--- config.mk ---
export PLATFORM = sky130hd
export DESIGN_NAME = vga_frame_reader
export DESIGN_NICKNAME = d
export VERILOG_FILES = /design/src/rtl/vga_pkg.sv /design/src/rtl/vga_timing_gen.sv /design/src/rtl/vga_frame_reader.sv
export SDC_FILE = /design/constraint.sdc
export NUM_CORES = 1
export LEC_CHECK = 0
export BUFFER_PORTS_ARGS = -buffer_cell sky130_fd_sc_hd__buf_2
export CAP_MARGIN = 20
export CORE_MARGIN = 2
export CORE_UTILIZATION = 50
export CTS_BUF_LIST = sky130_fd_sc_hd__clkbuf_8
export DETAILED_ROUTE_END_ITERATION = 8
export PLACE_DENSITY = 0.72
export SYNTH_ARGS = -nofsm -noshare
export SYNTH_HDL_FRONTEND = slang
export SYNTH_HIERARCHICAL = 1
export SYNTH_SLANG_ARGS = --single-unit
--- constraint.sdc ---
create_clock -name clk_25m -period 7.65 [get_ports clk_25m]
set_clock_uncertainty 0.05 [all_clocks]
set_input_delay 0.765 -clock clk_25m [delete_from_list [all_inputs] [get_ports clk_25m]]
set_output_delay 0.765 -clock clk_25m [all_outputs]
set_load 0.05 [all_outputs]
--- src/rtl/vga_pkg.sv ---
// Shared timing constants, display-mode encoding and pixel helpers for the VGA read path.
package vga_pkg;

  localparam int H_TOTAL      = 800;
  localparam int V_TOTAL      = 525;
  localparam int H_SYNC_START = 656;
  localparam int H_SYNC_END   = 751;
  localparam int V_SYNC_START = 490;
  localparam int V_SYNC_END   = 491;

  typedef enum logic [1:0] {
    MODE_COLOR  = 2'd0,
    MODE_GRAY   = 2'd1,
    MODE_MEDIAN = 2'd2,
    MODE_LATEST = 2'd3
  } disp_mode_t;

  // y*640 + x without a multiplier.
  function automatic logic [18:0] xy_to_addr(input logic [9:0] x, input logic [9:0] y);
    logic [18:0] yw;
    yw = {9'd0, y};
    return (yw << 9) + (yw << 7) + {9'd0, x};
  endfunction

  function automatic logic [3:0] expand3to4(input logic [2:0] v);
    return {v, v[2]};
  endfunction

  function automatic logic [2:0] median3(input logic [2:0] a, input logic [2:0] b,
                                         input logic [2:0] c);
    logic [2:0] lo, hi, mid;
    lo  = (a < b) ? a : b;
    hi  = (a < b) ? b : a;
    mid = (hi < c) ? hi : c;
    return (lo > mid) ? lo : mid;
  endfunction

endpackage

--- src/rtl/vga_timing_gen.sv ---
// Free-running raster counters with raw (unpipelined) sync, active-video and frame tick.
module vga_timing_gen import vga_pkg::*; #(
  parameter int H_VISIBLE = 640,
  parameter int V_VISIBLE = 480,
  parameter int H_PERIOD  = H_TOTAL,
  parameter int V_PERIOD  = V_TOTAL,
  parameter int HS_BEGIN  = H_SYNC_START,
  parameter int HS_END    = H_SYNC_END,
  parameter int VS_BEGIN  = V_SYNC_START,
  parameter int VS_END    = V_SYNC_END
) (
  input  logic       clk_25m,
  input  logic       rst_n,
  output logic [9:0] h_cnt,
  output logic [9:0] v_cnt,
  output logic       hsync_raw,
  output logic       vsync_raw,
  output logic       vde_raw,
  output logic       frame_tick
);

  localparam logic [9:0] H_LAST = 10'(H_PERIOD - 1);
  localparam logic [9:0] V_LAST = 10'(V_PERIOD - 1);
  localparam logic [9:0] HS_LO  = 10'(HS_BEGIN);
  localparam logic [9:0] HS_HI  = 10'(HS_END);
  localparam logic [9:0] VS_LO  = 10'(VS_BEGIN);
  localparam logic [9:0] VS_HI  = 10'(VS_END);
  localparam logic [9:0] H_VIS  = 10'(H_VISIBLE);
  localparam logic [9:0] V_VIS  = 10'(V_VISIBLE);

  always_ff @(posedge clk_25m or negedge rst_n) begin
    if (!rst_n) begin
      h_cnt <= '0;
      v_cnt <= '0;
    end else if (h_cnt == H_LAST) begin
      h_cnt <= '0;
      v_cnt <= (v_cnt == V_LAST) ? '0 : v_cnt + 10'd1;
    end else begin
      h_cnt <= h_cnt + 10'd1;
    end
  end

  assign hsync_raw  = !((h_cnt >= HS_LO) && (h_cnt <= HS_HI));
  assign vsync_raw  = !((v_cnt >= VS_LO) && (v_cnt <= VS_HI));
  assign vde_raw    = (h_cnt < H_VIS) && (v_cnt < V_VIS);
  assign frame_tick = (h_cnt == '0) && (v_cnt == '0);

endmodule

--- src/rtl/vga_frame_reader.sv ---
// VGA read side: raster timing, frame-buffer addressing and 9-bit word decode to RGB444.
// Counters -> address (stage 0), memory data (stage 1), registered pixel/sync (stage 2).
module vga_frame_reader import vga_pkg::*; #(
  parameter int H_ACTIVE = 640,
  parameter int H_FP     = 16,
  parameter int H_SYNC   = 96,
  parameter int H_BP     = 48,
  parameter int V_ACTIVE = 480,
  parameter int V_FP     = 10,
  parameter int V_SYNC   = 2,
  parameter int V_BP     = 33,
  parameter int BORDER   = 2
) (
  input  logic        clk_25m,
  input  logic        rst_n,
  input  logic [1:0]  disp_mode,
  input  logic        compare_mode,
  input  logic [1:0]  frame_chunk_counter,
  output logic [18:0] bram_addr,
  input  logic [8:0]  bram_dout,
  output logic [9:0]  draw_x,
  output logic [9:0]  draw_y,
  output logic        vde,
  output logic        hsync,
  output logic        vsync,
  output logic        frame_start,
  output logic [11:0] rgb
);

  localparam logic [9:0] X_LO    = 10'(BORDER);
  localparam logic [9:0] X_HI    = 10'(H_ACTIVE - BORDER);
  localparam logic [9:0] Y_LO    = 10'(BORDER);
  localparam logic [9:0] Y_HI    = 10'(V_ACTIVE - BORDER);
  localparam logic [9:0] X_SPLIT = 10'(H_ACTIVE / 2);

  logic [9:0] h_cnt, v_cnt;
  logic       hsync_raw, vsync_raw, vde_raw, frame_tick;

  vga_timing_gen #(
    .H_VISIBLE (H_ACTIVE),
    .V_VISIBLE (V_ACTIVE),
    .H_PERIOD  (H_ACTIVE + H_FP + H_SYNC + H_BP),
    .V_PERIOD  (V_ACTIVE + V_FP + V_SYNC + V_BP),
    .HS_BEGIN  (H_ACTIVE + H_FP),
    .HS_END    (H_ACTIVE + H_FP + H_SYNC - 1),
    .VS_BEGIN  (V_ACTIVE + V_FP),
    .VS_END    (V_ACTIVE + V_FP + V_SYNC - 1)
  ) u_timing (
    .clk_25m    (clk_25m),
    .rst_n      (rst_n),
    .h_cnt      (h_cnt),
    .v_cnt      (v_cnt),
    .hsync_raw  (hsync_raw),
    .vsync_raw  (vsync_raw),
    .vde_raw    (vde_raw),
    .frame_tick (frame_tick)
  );

  assign bram_addr = vde_raw ? xy_to_addr(h_cnt, v_cnt) : '0;

  // Captured on the (0,0) edge so the whole frame, including pixel (0,0), sees one setting.
  disp_mode_t mode_q;
  logic       compare_q;
  logic [1:0] chunk_q;

  always_ff @(posedge clk_25m or negedge rst_n) begin
    if (!rst_n) begin
      mode_q    <= MODE_COLOR;
      compare_q <= 1'b0;
      chunk_q   <= 2'd0;
    end else if (frame_tick) begin
      mode_q    <= disp_mode_t'(disp_mode);
      compare_q <= compare_mode;
      chunk_q   <= (frame_chunk_counter == 2'd3) ? 2'd0 : frame_chunk_counter;
    end
  end

  logic [9:0] x1, y1;
  logic       vde1, hs1, vs1, fs1;

  always_ff @(posedge clk_25m or negedge rst_n) begin
    if (!rst_n) begin
      x1   <= '0;
      y1   <= '0;
      vde1 <= 1'b0;
      hs1  <= 1'b1;
      vs1  <= 1'b1;
      fs1  <= 1'b0;
    end else begin
      x1   <= h_cnt;
      y1   <= v_cnt;
      vde1 <= vde_raw;
      hs1  <= hsync_raw;
      vs1  <= vsync_raw;
      fs1  <= frame_tick;
    end
  end

  logic [2:0]  gray3;
  logic        use_gray;
  logic [11:0] pix;

  always_comb begin
    gray3    = bram_dout[8:6];
    use_gray = 1'b1;
    if (!(compare_q && (x1 >= X_SPLIT))) begin
      case (mode_q)
        MODE_COLOR:  use_gray = 1'b0;
        MODE_GRAY:   gray3 = bram_dout[8:6];
        MODE_MEDIAN: gray3 = median3(bram_dout[8:6], bram_dout[5:3], bram_dout[2:0]);
        MODE_LATEST: begin
          case (chunk_q)
            2'd1:    gray3 = bram_dout[5:3];
            2'd2:    gray3 = bram_dout[2:0];
            default: gray3 = bram_dout[8:6];
          endcase
        end
      endcase
    end
    if (use_gray) pix = {3{expand3to4(gray3)}};
    else pix = {expand3to4(bram_dout[8:6]), expand3to4(bram_dout[5:3]),
                expand3to4(bram_dout[2:0])};
    if (!vde1 || (x1 < X_LO) || (x1 >= X_HI) || (y1 < Y_LO) || (y1 >= Y_HI)) pix = '0;
  end

  always_ff @(posedge clk_25m or negedge rst_n) begin
    if (!rst_n) begin
      draw_x      <= '0;
      draw_y      <= '0;
      vde         <= 1'b0;
      hsync       <= 1'b1;
      vsync       <= 1'b1;
      frame_start <= 1'b0;
      rgb         <= '0;
    end else begin
      draw_x      <= x1;
      draw_y      <= y1;
      vde         <= vde1;
      hsync       <= hs1;
      vsync       <= vs1;
      frame_start <= fs1;
      rgb         <= pix;
    end
  end

endmodule

# Word level (Yosys, flattened, before mapping)
# Cells that the tools add are included.
[totals] in_bits=16 word_cells=73 register_bits=85 out_inout_bits=55
[classes] order_cmp=14 add_sub_neg=4 n_eq_ne=7 muxes=15 n_reduce_logical=15
[op_table] op="greater-or-equal comparator 10 x 9 -> 1 bit (second input constant)" count=3
[op_table] op="2-to-1 mux 12 bit" count=2
[op_table] op="adder 10 x 1 -> 10 bit (second input constant)" count=2
[op_table] op="equality test 10 bit (second input constant)" count=2
[op_table] op="greater-or-equal comparator 10 bit (second input constant)" count=2
[op_table] op="logical NOT 10 bit" count=2
[op_table] op="less-than comparator 10 x 2 -> 1 bit (second input constant)" count=2
[op_table] op="2-to-1 mux 10 bit" count=2
[op_table] op="adder 19 x 10 -> 19 bit" count=1
[op_table] op="adder 19 x 17 -> 19 bit" count=1
[op_table] op="2-to-1 mux 19 bit" count=1
[op_table] op="2-to-1 mux 3 bit" count=5
[op_table] op="case mux 3 bit (2 select lines)" count=2
[op_table] op="<= comparator 10 bit (second input constant)" count=1
[op_table] op="<= comparator 10 x 9 -> 1 bit (second input constant)" count=1
[op_table] op="less-than comparator 10 bit (second input constant)" count=1
[op_table] op="less-than comparator 10 x 9 -> 1 bit (second input constant)" count=1
[op_table] op="equality test 2 bit (second input constant)" count=4
[op_table] op="less-than comparator 3 bit" count=2
[op_table] op="logical AND 1 bit" count=5
[op_table] op="logical OR 1 bit" count=4
[op_table] op="> comparator 3 bit" count=1
[op_table] op="logical NOT 1 bit" count=3
[op_table] op="equality test 2 x 1 -> 1 bit (second input constant)" count=1
[op_table] op="other kinds (3)" count=4

# Logic depth before layout (Yosys ltp)
[depth] ltp_word=10 mapped_depth=17 mapped_depth_nobuf=17

# Modules after synthesis
# Netlist, hierarchy kept.
[by_module_without_submodules] module="vga_frame_reader" area_per_inst_um2=3125.5 seq_area_each_um2=1556.5 instances=1 cells_each=281
[by_module_without_submodules] module="vga_timing_gen" area_per_inst_um2=1126.1 seq_area_each_um2=500.5 instances=1 cells_each=112

# Worst setup path before layout
# Ideal clock, no wire load.
[synth_path] path_kind="input to register" startpoint="input bram_dout[8]" endpoint="register rgb[9]" slack_ps=3433 arrival_time_ps=4046 stages=16 setup_ps=121 required_time_ps=7479 path_buffers=0 path_cell_list="inv_1 -> ha_1 -> nor2b_2 -> a311oi_2 -> mux2_2 -> ha_1 -> a2111oi_1 -> or3_4 -> nand2_1 -> ha_1 -> nand3_1 -> o21ai_0 -> or2_2 -> a211o_1 -> and2_1 -> a22o_1"
[synth_between] elab_chain_len=10 elab_cells_between_ends=11 classes_between="order compare: 3; mux: 8"
[synth_rtl] element="start, declared" line_no="vga_frame_reader.sv:20" rtl="input logic [8:0] bram_dout,"
[synth_rtl] element="less-than comparator 3 bit" line_no="vga_pkg.sv:32, vga_pkg.sv:33"
[synth_rtl] element="2-to-1 mux 3 bit" line_no="vga_pkg.sv:33" rtl="hi = (a < b) ? b : a;"
[synth_rtl] element="less-than comparator 3 bit" line_no="vga_pkg.sv:34" rtl="mid = (hi < c) ? hi : c;"
[synth_rtl] element="2-to-1 mux 3 bit" line_no="vga_pkg.sv:34"
[synth_rtl] element="> comparator 3 bit" line_no="vga_pkg.sv:35" rtl="return (lo > mid) ? lo : mid;"
[synth_rtl] element="2-to-1 mux 3 bit *" line_no="vga_pkg.sv:35"
[synth_rtl] element="case mux 3 bit (2 select lines) *" line_no="vga_frame_reader.sv:107" rtl="case (mode_q)"
[synth_rtl] element="2-to-1 mux 3 bit *" line_no="vga_frame_reader.sv:106" rtl="if (!(compare_q && (x1 >= X_SPLIT))) begin"
[synth_rtl] element="2-to-1 mux 12 bit *" line_no="vga_frame_reader.sv:120" rtl="if (use_gray) pix = {3{expand3to4(gray3)}};"
[synth_rtl] element="2-to-1 mux 12 bit *" line_no="vga_frame_reader.sv:123" rtl="if (!vde1 || (x1 < X_LO) || (x1 >= X_HI) || (y1 < Y_LO) || (y1 >= Y_HI)) pix = '0;"
[synth_rtl] element="named net pix[9]" line_no="vga_frame_reader.sv:101" rtl="logic [11:0] pix;"
[synth_rtl] element="end signal, assigned" line_no="vga_frame_reader.sv:142" rtl="rgb <= pix;"
[synth_rtl] element="end, declared" line_no="vga_frame_reader.sv:27" rtl="output logic [11:0] rgb"
# The timed path passes the listed nets; every way through them passes the cells marked *.
# A chain may end at the register's enable or synchronous reset.

# Worst setup path in the final report
[layout_path] startpoint="input bram_dout[8]" endpoint="register rgb[3]"
[layout_between] elab_chain_len=10 elab_cells_between_ends=12 classes_between="order compare: 3; mux: 9"
[layout_rtl] element="less-than comparator 3 bit" line_no="vga_pkg.sv:32, vga_pkg.sv:33"
[layout_rtl] element="2-to-1 mux 3 bit" line_no="vga_pkg.sv:33"
[layout_rtl] element="less-than comparator 3 bit" line_no="vga_pkg.sv:34"
[layout_rtl] element="2-to-1 mux 3 bit" line_no="vga_pkg.sv:34"
[layout_rtl] element="> comparator 3 bit" line_no="vga_pkg.sv:35"
[layout_rtl] element="2-to-1 mux 3 bit" line_no="vga_pkg.sv:35"
[layout_rtl] element="case mux 3 bit (2 select lines)" line_no="vga_frame_reader.sv:107"
[layout_rtl] element="2-to-1 mux 3 bit *" line_no="vga_frame_reader.sv:106"
[layout_rtl] element="2-to-1 mux 12 bit *" line_no="vga_frame_reader.sv:120"
[layout_rtl] element="2-to-1 mux 12 bit *" line_no="vga_frame_reader.sv:123"
# Mark *: on every way between the ends. The rest lies on a longest branch, timed or not.

==> results.py <==
metrics = {
    "final_layout": {
        "area_delta_synth_final_pct": 15.2,
        "final_cell_mix": "dfrtp_1, buf_2, ha_1, nor2_1, inv_1",
        "layout.nets": 523,
        "drive_gt1_share_pct": 23.8,
        "layout_commonest_cell": "dfrtp_1",
        "diodes": 0,
    },
    "pwr": {
        "power_mw": 0.782,
        "p_leak_nw": 2.51,
        "p_sw_share_pct": 25.8,
        "switchingPower_mw": 0.202,
        "comb_power_share_pct": 8.5,
        "power_density_nw_per_um2": 160,
        "clkPwrFrac_pct": 35.8,
        "vdd_ir_drop_max_v": 0.0000782,
        "p_seq_share_pct": 55.7,
        "internal_power_mw": 0.580,
    },
    "synthesis": {
        "synth_edf_count": 0,
        "netlist_area_um2": 4250,
        "ys_ff_latch": 82,
        "synth_area_leader_cell": "dfrtp_1",
        "syn_nets": 447,
        "synthTopCellsByArea": "dfrtp_1, ha_1, nor2_1",
        "ys_warn_count": 6,
        "synthFlopType": "dfrtp_1",
        "synth_top_area_share_pct": 45.9,
        "async_flop_share_pct": 100,
        "synth.distinct_cells": 70,
        "avgSynthCellArea_um2": 10.8,
        "synthCells": 393,
        "synth-seq-area-share_pct": 48.4,
    },
    "setup_path": {
        "path_class": "input port to flop",
        "r2r_slack_ns": 5.28,
        "cp_top_family": "compound AO/OA/AOI/OAI gates",
        "cp.required_ns": 7.83,
        "start_kind": "input port",
        "end_kind": "flop",
        "cpMostUsedCell": "ha_1",
        "path_buf_inv": 2,
        "path_cells": "buf_2 -> inv_1 -> ha_1 -> nor2b_2 -> a311oi_2 -> mux2_2 -> ha_1 -> a2111oi_1 -> or3_4 -> nand2_1 -> ha_1 -> a211oi_1 -> nor2_1 -> a211oi_1 -> o221ai_1 -> o211a_1",
        "worstPathMaxFanout": 5,
        "slowest_delay_ns": 0.45,
        "critPathSlowestCell": "a2111oi_1",
        "worstPathArrival_ns": 4.60,
    },
    "routing": {
        "drt-total-wl_um": 9080,
        "drc": 0,
        "antenna_left": 0,
        "drt_first_iter_violations": 181,
        "via_per_inst": 5.72,
        "via_count": 3310,
        "wl_per_cell_um": 15.7,
        "first_pass_iters": 4,
    },
    "global_route": {
        "grt_pass1_vias": 3083,
        "grt.overflow.total": 0,
        "grt_first_pass_wirelength_um": 14900,
        "grt_max_degree": 83,
        "antenna_found_initial": 0,
        "track_usage_pct": 21.0,
    },
    "sta": {
        "grt_setup_unrepaired": "no",
        "tightest_slew_ns": 0.545,
        "hold_viol_final": 0,
        "setup_violations": 0,
        "final.min_clock_period_ns": 4.42,
        "period_share_pct": 57.8,
        "fin_setup_tns_ns": 0,
        "fmax_mhz": 226,
        "timing.slew.headroom_pct": 63.6,
        "maxSlewViolCount": 0,
    },
    "floorplanning": {
        "die_h_um": 96.2,
        "core_area_um2": 8220,
        "rows": 33,
        "start_util_pct": 51.7,
        "die-area_um2": 9260,
        "die_w_um": 96.2,
        "io-pin-count": 71,
    },
    "clocking": {
        "cts_tree": "built",
        "hold_buffers": 0,
        "post_cts_resize_count": 0,
        "post_cts_buffers": 0,
        "htree_num_levels": 3,
        "insertion_delay_ns": 0.34,
        "cts.sinks": 82,
        "clkTransAtPathRegs_ns": 0.09,
        "clockBufferDepth": 2,
        "numCtsBuffers": 9,
        "cts_root_buffer": "clkbuf_8",
    },
    "placement": {
        "gp_congestion": 0.890,
        "hpwl_um": 6810,
        "port_buffers": 70,
    },
    "run_status": {
        "status": "finished clean",
    },
    "min_path": {
        "hold_class": "input port to asynchronous set/reset pin",
    },
    "job": {
        "drv_cap": 0,
    },
}
==> metrics by stage <==
stage	instance area (µm²)	setup WS (ns)	hold slack, ns	std cells	utilization [%]
after floorplan	4250	3.43	0.281	393	-
after global placement	4690	3.08	0.287	562	57.1
after detailed placement	4690	2.96	0.285	562	57.1
after CTS	4870	3.32	0.305	578	59.3
after global routing	4900	3.09	0.147	579	59.6
final	4900	3.23	0.168	579	59.6
==> layer usage <==
metal | up-vias | share of wire [%] | global-route usage [%]
met5 | - | 0 | 0
met4 | 0 | 1.6 | 7.74
met3 | 12 | 5.3 | 3.68
met2 | 91 | 48 | 33.9
met1 | 1625 | 45 | 28.5
li1 | 1582 | - | -
==> power groups by stage <==
stage	logic, mW	clock network, mW	registers, mW
2_1_floorplan	0.0396	0	0.444
3_3_place_gp	0.0637	0	0.445
3_5_place_dp	0.0646	0	0.445
4_1_cts	0.0650	0.286	0.436
5_1_grt	0.0747	0.307	0.436
6_report	0.0665	0.280	0.436
==> synth_stat cells (4+ instances only) <==
master,n
a211oi_1,5
a21oi_1,12
a31oi_1,5
and2_1,13
and3_1,5
dfrtp_1,78
dfstp_2,4
ha_1,36
inv_1,27
nand2_1,19
nand2b_1,4
nand3_1,12
nand4_1,8
nor2_1,29
nor3_1,8
nor4_1,7
o211a_1,4
o211ai_1,5
o21a_1,7
o21ai_0,21
xnor2_1,9
xor2_1,4
==> worst reg2reg max path: stages, from the launching register on <==
cell,delay [ns]
dfrtp_1,0.51
inv_1,0.17
ha_1,0.16
nor4b_1,0.40
nand4_1,0.14
nor4_1,0.26
buf_4,0.22
mux2_2,0.34
==> state kept, by name, summed over array words and instances (netlist names) <==
name	cells
frame_start	1
u_timing/h_cnt	10
vde	1
chunk_q	2
u_timing/v_cnt	10
hs1	1
draw_y	10
x1	10
vde1	1
hsync	1
mode_q	2
fs1	1
y1	10
draw_x	10
compare_q	1
rgb	9
vsync	1
vs1	1
==> worst paths after layout <==
path | from | end | depth (start not counted)
max | bram_dout[8] | rgb[3]$_DFF_PN0_ | 16
max in group asynchronous | rst_n | vsync$_DFF_PN1_ | 2
max reg2reg | u_timing/v_cnt[0]$_DFFE_PN0N_ | compare_q$_DFFE_PN0P_ | 7
min reg2reg | x1[0]$_DFF_PN0_ | draw_x[0]$_DFF_PN0_ | 0
min | rst_n | x1[0]$_DFF_PN0_ | 1
min in group clk_25m | x1[0]$_DFF_PN0_ | draw_x[0]$_DFF_PN0_ | 0
==> kinds of logic (layout without fill, tap and decap cells) <==
logic type	count (synthesis)	in the layout	synth area share (%)
and+or+nand+nor	128	128	17.1
AOI/OAI and AO/OA	92	92	15.4
DFF	82	82	48.4
adders and majority gates	38	38	11.5
buffers and inverters	36	117	3.83
xor gates and xnor gates	13	13	2.68
muxes	4	4	1.03
==> final cells by class <==
class	instances	area, µm²
multi-input cells	275	2030
well taps	105	131
repair buffers	73	395
clock inverters	7	55.1
fillers	728	3320
clock buffers	9	124
flip-flops and latches	82	2060
inverters	28	105
Note: power is estimated with default switching activity, not from simulation.
